[src/rtl/reg_file_pkg.sv]
// Shared CPU register-file parameters and small helpers used by the
// register file and its write decoder.
package reg_file_pkg;

    localparam int XLEN   = 32;
    localparam int NREGS  = 32;
    localparam int REG_AW = $clog2(NREGS);

    typedef logic [REG_AW-1:0] reg_addr_t;

    // A read port forwards write data only for a live, non-x0 write to the same register.
    function automatic logic bypass_hit(
        input logic      we,
        input logic      rst,
        input reg_addr_t wa,
        input reg_addr_t ra
    );
        return we && !rst && (wa != '0) && (wa == ra);
    endfunction

endpackage

[src/rtl/reg_file_write_decoder.sv]
// One-hot write-enable decoder: bit i is set when the write port targets register i.
module write_decoder
    import reg_file_pkg::*;
#(
    parameter int DEPTH = NREGS,
    parameter int AW    = REG_AW
) (
    input  logic [AW-1:0]    a_i,
    input  logic             we_i,
    output logic [DEPTH-1:0] en_o
);

    for (genvar i = 0; i < DEPTH; i++) begin : g_dec
        assign en_o[i] = we_i && (a_i == AW'(i));
    end

endmodule

[src/rtl/reg_file.sv]
// Two-read / one-write register file with x0 hardwired to zero and
// same-cycle write-to-read forwarding.
module reg_file
    import reg_file_pkg::*;
#(
    parameter int WIDTH = XLEN,
    parameter int DEPTH = NREGS
) (
    input  logic              clk,
    input  logic              reset,
    input  logic [REG_AW-1:0] A1,
    input  logic [REG_AW-1:0] A2,
    input  logic [REG_AW-1:0] A3,
    input  logic [WIDTH-1:0]  WD3,
    input  logic              WE3,
    output logic [WIDTH-1:0]  RD1,
    output logic [WIDTH-1:0]  RD2
);

    logic [DEPTH-1:0] wr_en;
    logic [WIDTH-1:0] regs_q [DEPTH];
    logic [WIDTH-1:0] regs_d [DEPTH];

    write_decoder #(
        .DEPTH (DEPTH),
        .AW    (REG_AW)
    ) u_dec (
        .a_i  (A3),
        .we_i (WE3),
        .en_o (wr_en)
    );

    // Slot 0 is never loaded except by reset; reads of x0 are forced to zero anyway.
    always_comb begin
        for (int i = 0; i < DEPTH; i++) begin
            regs_d[i] = regs_q[i];
            if (reset)
                regs_d[i] = '0;
            else if ((i != 0) && wr_en[i])
                regs_d[i] = WD3;
        end
    end

    always_ff @(posedge clk) begin
        for (int i = 0; i < DEPTH; i++)
            regs_q[i] <= regs_d[i];
    end

    always_comb begin
        RD1 = (A1 == '0) ? '0 : regs_q[A1];
        RD2 = (A2 == '0) ? '0 : regs_q[A2];
        if (bypass_hit(WE3, reset, A3, A1)) RD1 = WD3;
        if (bypass_hit(WE3, reset, A3, A2)) RD2 = WD3;
    end

endmodule

[config.mk]
export PLATFORM = sky130hd
export DESIGN_NAME = reg_file
export DESIGN_NICKNAME = d
export VERILOG_FILES = /design/src/rtl/reg_file_pkg.sv /design/src/rtl/reg_file_write_decoder.sv /design/src/rtl/reg_file.sv
export SDC_FILE = /design/constraint.sdc
export NUM_CORES = 1
export LEC_CHECK = 0
export CAP_MARGIN = 30
export CORE_MARGIN = 4
export CORE_UTILIZATION = 45
export DETAILED_ROUTE_END_ITERATION = 10
export PLACE_DENSITY = 0.61
export SLEW_MARGIN = 20
export SYNTH_ARGS = -nofsm -noshare
export SYNTH_HDL_FRONTEND = slang
export SYNTH_SLANG_ARGS = --single-unit
[constraint.sdc]
create_clock -name clk -period 3.4 [get_ports clk]
set_input_delay 0.85 -clock clk [delete_from_list [all_inputs] [get_ports clk]]
set_output_delay 0.85 -clock clk [all_outputs]
set_load 0.01 [all_outputs]
==> impl_metrics.csv, run 1 <==
group,metric,value,unit
final_layout,drive_gt1_share,53.2,%
worst_hold_path,hp-class,"input pin to flip-flop",
detailed_routing,drt_first_pass_iters,6,
synthesis,synth_area,46600,um^2
synthesis,synth_nets,2523,
global_routing,antenna_found_initial,0,
detailed_routing,dr_wl_met2,76.4,mm
global_routing,grt_first_pass_wirelength,235,mm
detailed_routing,wl_met3,22.5,mm
clock_tree,clkSinkCount,992,
sta,setup_violations,64,
final_layout,area_growth,32.5,%
synthesis,ys_ff_latch,992,
place,hpwl,104,mm
final_layout,fillers,7166,
power_and_ir_drop,power_density,514,nW/um^2
final_layout,num-nets-final,3186,
sta,hold_viol_final,0,
synthesis,synth_area_leader_cell,"edfxtp_1",
sta,worst_slack,-0.363,ns
place,dpl_cell_area,53500,um^2
global_routing,overflow,0,
synthesis,synth_top_area_share,64.0,%
sta,tightestPinTransition,1.00,ns
clock_tree,clk_path_buf_depth,3,
synthesis,synth_ff_type,"edfxtp_1",
detailed_routing,routed_wl,170,mm
final_layout,num_antenna_cells,0,
synthesis,yosysUniqueCellTypes,53,
global_routing,grt_max_degree,64,
sta,fin_crit,3.76,ns
power_and_ir_drop,power_frac_clock,34.6,%
synthesis,synth_top_family_by_area,"multiplexers",
sta,rsz0062_at_grt,"true",
critical_path,worstPathRequired,2.55,ns
power_and_ir_drop,peakVddDrop,0.453,mV
synthesis,yosysWarningCount,0,
power_and_ir_drop,power_frac_comb,17.6,%
critical_path,worstSetupEndpointType,"output pin",
power_and_ir_drop,power_frac_seq,47.8,%
global_routing,grt.total_usage,30.7,%
place,io_buffer_count,113,
final_layout,multi_input_area,17700,um^2
critical_path,critPathMaxFanout,8,
floorplan,start_util,45.5,%
final_layout,largest_register_ffs,992,
power_and_ir_drop,p_sw,8.21,mW
synthesis,syn_area_per_cell,18.8,um^2
floorplan,die_x,330,um
power_and_ir_drop,intPower,23.5,mW
synthesis,synth-simple-area-share,3.41,%
synthesis,syn-instance-count,2473,
power_and_ir_drop,leakagePower,21.3,nW
final_layout,fin_area,61700,um^2
critical_path,worstSetupPathType,"input pin to output pin",
synthesis,synth_edf_count,992,
detailed_routing,post_drt_wl_per_cell,37.0,um
clock_tree,hold_buffers,0,
detailed_routing,drt_iter0_drc,5213,
detailed_routing,vias_per_cell,6.90,
floorplan,die_height,330,um
synthesis,synthMuxAreaShare,23.4,%
power_and_ir_drop,finalPower,31.7,mW
critical_path,path_cells,"buf_16 -> buf_16 -> buf_16 -> buf_12 -> buf_6 -> mux4_2 -> o22ai_1 -> or3_4 -> o31ai_4 -> buf_2",
status,outcome,"complete, but fails checks",
clock_tree,h-tree-depth,3,
sta,maxSlewHeadroom,33.1,%
synthesis,synth_xor_area_share,0.188,%
clock_tree,clk_pin_slew_worst_paths,0.06,ns
synthesis,yosys-top-cells-area,"edfxtp_1, mux4_2, mux2_2",
critical_path,slowest_stage,"or3_4",
clock_tree,cts_tree,"done",
detailed_routing,met1_length,62.9,mm
critical_path,cp.buffers_inverters,6,
clock_tree,cts_buffers,101,
synthesis,synth_commonest_cells,"edfxtp_1, mux4_2, clkbuf_1",
clock_tree,cts-root-buf,"clkbuf_16",
global_routing,first_global_vias,31200,
sta,final_max_slew_viol_count,0,
detailed_routing,topRoutingLayerUsed,"met4",
critical_path,crit_family,"buffers and inverters",
synthesis,synthAdderAreaFrac,0,%
final_layout,top_register,"regs_q",
detailed_routing,drtAntennaViolNets,0,
critical_path,start_kind,"input pin",
sta,max_freq,266,MHz
critical_path,arrival,2.91,ns
final_layout,seq_area,29800,um^2
power_and_ir_drop,netSwitchingFraction,25.9,%
final_layout,reg.largest.list,"regs_q x992",
synthesis,ys_seq_area_share,64.0,%
status,violations,"setup timing",
synthesis,yosysMostFrequentCell,"edfxtp_1",
floorplan,row_count,117,
place,place.gp.congestion,0.891,
synthesis,async_reset_ff_share,0,%
flow_run,drv_cap,0,
detailed_routing,drcViolationCount,0,
critical_path,cpMostUsedCell,"buf_16",
floorplan,ios,114,
synthesis,synth_compound_area_share,6.66,%
critical_path,slowest_delay,0.42,ns
detailed_routing,vias,31700,
sta,post-route-period-util,111,%
floorplan,coreArea,102000,um^2
floorplan,die_area,109000,um^2
[placed cells by master, fill, tap and decap left out, types with 42 or more instances in the layout]
cell and instances:
buf_2 52, nor2_1 42, mux2_2 62, buf_6 97, nor2b_1 65, buf_12 151, edfxtp_1 992, mux4_2 432
buf_4 381, clkbuf_16 107, o22ai_1 54
[path summary, 6_finish.rpt]
path,startpoint,endpoint,slack [ns],cells after the start
worst max-delay path,A1[0],RD1[28],-0.36,10
worst min-delay path,A3[0],regs_q[19][31],1.02,4
[layout make-up]
| cell class | instances | area share, % |
|---|---|---|
| Clock buffer | 115 | 4.18 |
| Clock inverter | 75 | 1.08 |
| Inverter | 2 | 0.0122 |
| Multi-Input combinational cell | 1255 | 28.7 |
| Sequential cell | 992 | 48.3 |
| Tap cell | 1368 | 2.77 |
| Timing Repair Buffer | 784 | 14.9 |
[layer usage]
metal	GRT usage, %	vias up
met2	45.7	2595
li1	-	12100
met3	7.44	456
met5	0	-
met4	12.3	0
met1	43.9	16500
[logic make-up after synthesis]
logic type,after synthesis
xor gates and xnor gates,10
and+or+nand+nor,294
muxes,536
AOI/OAI and AO/OA,415
DFF,992
buffers and inverters,226
[power by group through the flow]
| stage | combinational (mW) | sequential, mW | clock [mW] |
|---|---|---|---|
| detailed placement | 4.73 | 15.3 | 0 |
| global route | 5.73 | 15.2 | 11.6 |
| CTS | 5.27 | 15.1 | 11.0 |
| global placement | 4.69 | 15.2 | 0 |
| finish | 5.58 | 15.1 | 11.0 |
| floorplan | 2.52 | 15.2 | 0 |
[through the flow]
step | util (%) | hold slack, ns | setup TNS (ns) | instances | setup slack [ns]
final | 60.3 | 1.02 | -15.71 | 4591 | -0.363
after global routing | 60.3 | 1.01 | -17.08 | 4591 | -0.368
after detailed placement | 52.3 | 1.78 | -66.05 | 4194 | -1.25
after global placement | 52.3 | 1.84 | -64.73 | 4191 | -1.21
after CTS | 59.0 | 0.980 | -12.98 | 4541 | -0.325
after floorplan | - | 1.39 | -0.444 | 2473 | -0.0342
[what timing repair did]
item	in CTS	in global routing
hold endpoints to repair	0	0
pin swaps	120	93
setup buffers	141	54
gates cloned	25	6
endpoints found under the setup margin	64	64
resized for setup	685	188
Power figures use the tool's default switching activity.
==> run 2: changes to the inputs <==
CORE_UTILIZATION = 55   (was 45)
PLACE_DENSITY = 0.73   (was 0.61)
SETUP_SLACK_MARGIN = 0.02   (was unset)
==> impl_metrics.csv, run 2 (synthesized netlist as in run 1, its figures left out) <==
group,metric,value,unit
critical_path,worstPathRequired,2.55,ns
critical_path,arrival,2.82,ns
status,outcome,"complete, but fails checks",
final_layout,top_register,"regs_q",
final_layout,final_core_util,73.9,%
sta,rsz0062_at_grt,"true",
sta,worst_slack,-0.272,ns
final_layout,drive_gt1_share,55.5,%
critical_path,slowest_stage,"bufbuf_16",
power_and_ir_drop,p_sw,8.39,mW
global_routing,overflow,0,
final_layout,mostFrequentLayoutCells,"edfxtp_1, mux4_2, buf_4, buf_12, clkbuf_16",
sta,tightestPinTransition,1.00,ns
sta,fin_crit,3.67,ns
power_and_ir_drop,power_frac_comb,17.9,%
floorplan,row_count,106,
critical_path,cpMostUsedCell,"buf_4",
floorplan,ios,114,
power_and_ir_drop,intPower,23.7,mW
critical_path,path_cells,"buf_16 -> buf_4 -> bufbuf_16 -> buf_4 -> mux2i_1 -> o221ai_1 -> a21oi_1 -> buf_4 -> nor4b_4 -> a221o_1 -> buf_2",
clock_tree,cts-root-buf,"clkbuf_16",
critical_path,worstSetupEndpointType,"output pin",
clock_tree,cts_tree,"done",
power_and_ir_drop,peakVddDrop,0.427,mV
sta,hold_viol_final,0,
power_and_ir_drop,netSwitchingFraction,26.1,%
global_routing,first_global_vias,32100,
global_routing,grt.total_usage,36.7,%
sta,holdWs,0.993,ns
power_and_ir_drop,power_frac_clock,34.6,%
floorplan,start_util,55.6,%
detailed_routing,drt_first_pass_iters,8,
sta,setup_violations,64,
worst_hold_path,hp-class,"input pin to flip-flop",
detailed_routing,vias_per_cell,7.76,
power_and_ir_drop,leakagePower,21.6,nW
final_layout,mostFrequentLayoutCell,"edfxtp_1",
sta,max_freq,272,MHz
power_and_ir_drop,power_frac_seq,47.5,%
clock_tree,clk_pin_slew_worst_paths,0.07,ns
detailed_routing,vias,33800,
final_layout,stdcell_count,4359,
global_routing,grt_max_degree,64,
worst_hold_path,hold_depth,3,
sta,finalSetupTns,-10.66,ns
global_routing,antenna_found_initial,7,
power_and_ir_drop,power_density,519,nW/um^2
detailed_routing,routed_wl,177,mm
floorplan,coreArea,83800,um^2
place,dp.cells,3922,
floorplan,die_height,299,um
final_layout,reg.largest.list,"regs_q x992",
place,hpwl,98.8,mm
global_routing,grt_first_pass_wirelength,234,mm
sta,post-route-period-util,108,%
floorplan,die_area,89400,um^2
clock_tree,cts_buffers,98,
sta,maxSlewHeadroom,33.2,%
place,io_buffer_count,113,
detailed_routing,drt_iter0_drc,6553,
detailed_routing,post_drt_wl_per_cell,40.6,um
final_layout,num-nets-final,3193,
flow_run,drv_cap,0,
critical_path,worstSetupPathType,"input pin to output pin",
critical_path,start_kind,"input pin",
clock_tree,clk_path_buf_depth,3,
critical_path,slowest_delay,0.26,ns
critical_path,critPathMaxFanout,5,
detailed_routing,drcViolationCount,0,
final_layout,largest_register_ffs,992,
final_layout,area_growth,33.0,%
clock_tree,h-tree-depth,3,
clock_tree,clkSinkCount,992,
status,violations,"setup timing",
place,place_ws,-1.26,ns
detailed_routing,drtAntennaViolNets,0,
sta,final_max_slew_viol_count,0,
floorplan,die_x,299,um
place,place.gp.congestion,0.921,
==> run 2: worst paths after layout <==
check | from | to | slack, ns
worst min-delay path | A3[0] | regs_q[7][29] | 0.99
worst max-delay path | A1[0] | RD1[10] | -0.27
==> run 2: stage by stage <==
stage,instance area (um^2),power (mW)
after global placement,52900,19.7
final,62000,32.1
after CTS,59300,31.2
after detailed placement,52900,19.9
after floorplan,46600,17.7
after global routing,62000,32.8
==> run 2: cell type report <==
type	instances	area [um^2]
inverters	2	11.3
fillers	4305	21900
flip-flops and latches	992	29800
well taps	1134	1420
multi-input cells	1255	18000
clock inverters	56	604
repair buffers	794	9460
diodes	2	5.00
clock buffers	124	2610
==> run 2: per-layer routing <==
| layer | global-route usage, % | wire length, um | part of all wire, % | vias up |
|---|---|---|---|---|
| li1 | - | - | - | 12100 |
| met1 | 47.5 | 54300 | 31 | 16800 |
| met2 | 55.0 | 78400 | 44 | 3855 |
| met3 | 12.1 | 28500 | 16 | 1012 |
| met4 | 21.5 | 15800 | 8.9 | 12 |
| met5 | 0 | 128 | 0.072 | - |
==> run 2: worst max-delay path: cells and delay by family <==
family,cells,cell delay [ns]
AOI/OAI and AO/OA,3,0.68
buffers and inverters,6,1.04
muxes,1,0.18
and+or+nand+nor,1,0.05
==> run 2: power by group through the flow <==
| stage | logic, mW | registers, mW | clock network, mW |
|---|---|---|---|
| 6_report | 5.75 | 15.3 | 11.1 |
| 5_1_grt | 5.82 | 15.3 | 11.7 |
| 4_1_cts | 5.05 | 15.1 | 11.0 |
| 3_5_place_dp | 4.57 | 15.4 | 0 |
| 3_3_place_gp | 4.52 | 15.2 | 0 |
| 2_1_floorplan | 2.52 | 15.2 | 0 |
==> run 2: timing repair <==
action,4_1_cts,5_1_grt
pin swaps,113,141
setup buffers,102,129
hold buffers,0,0
setup endpoints to repair,64,64
resized for setup,659,329
cloned,27,18
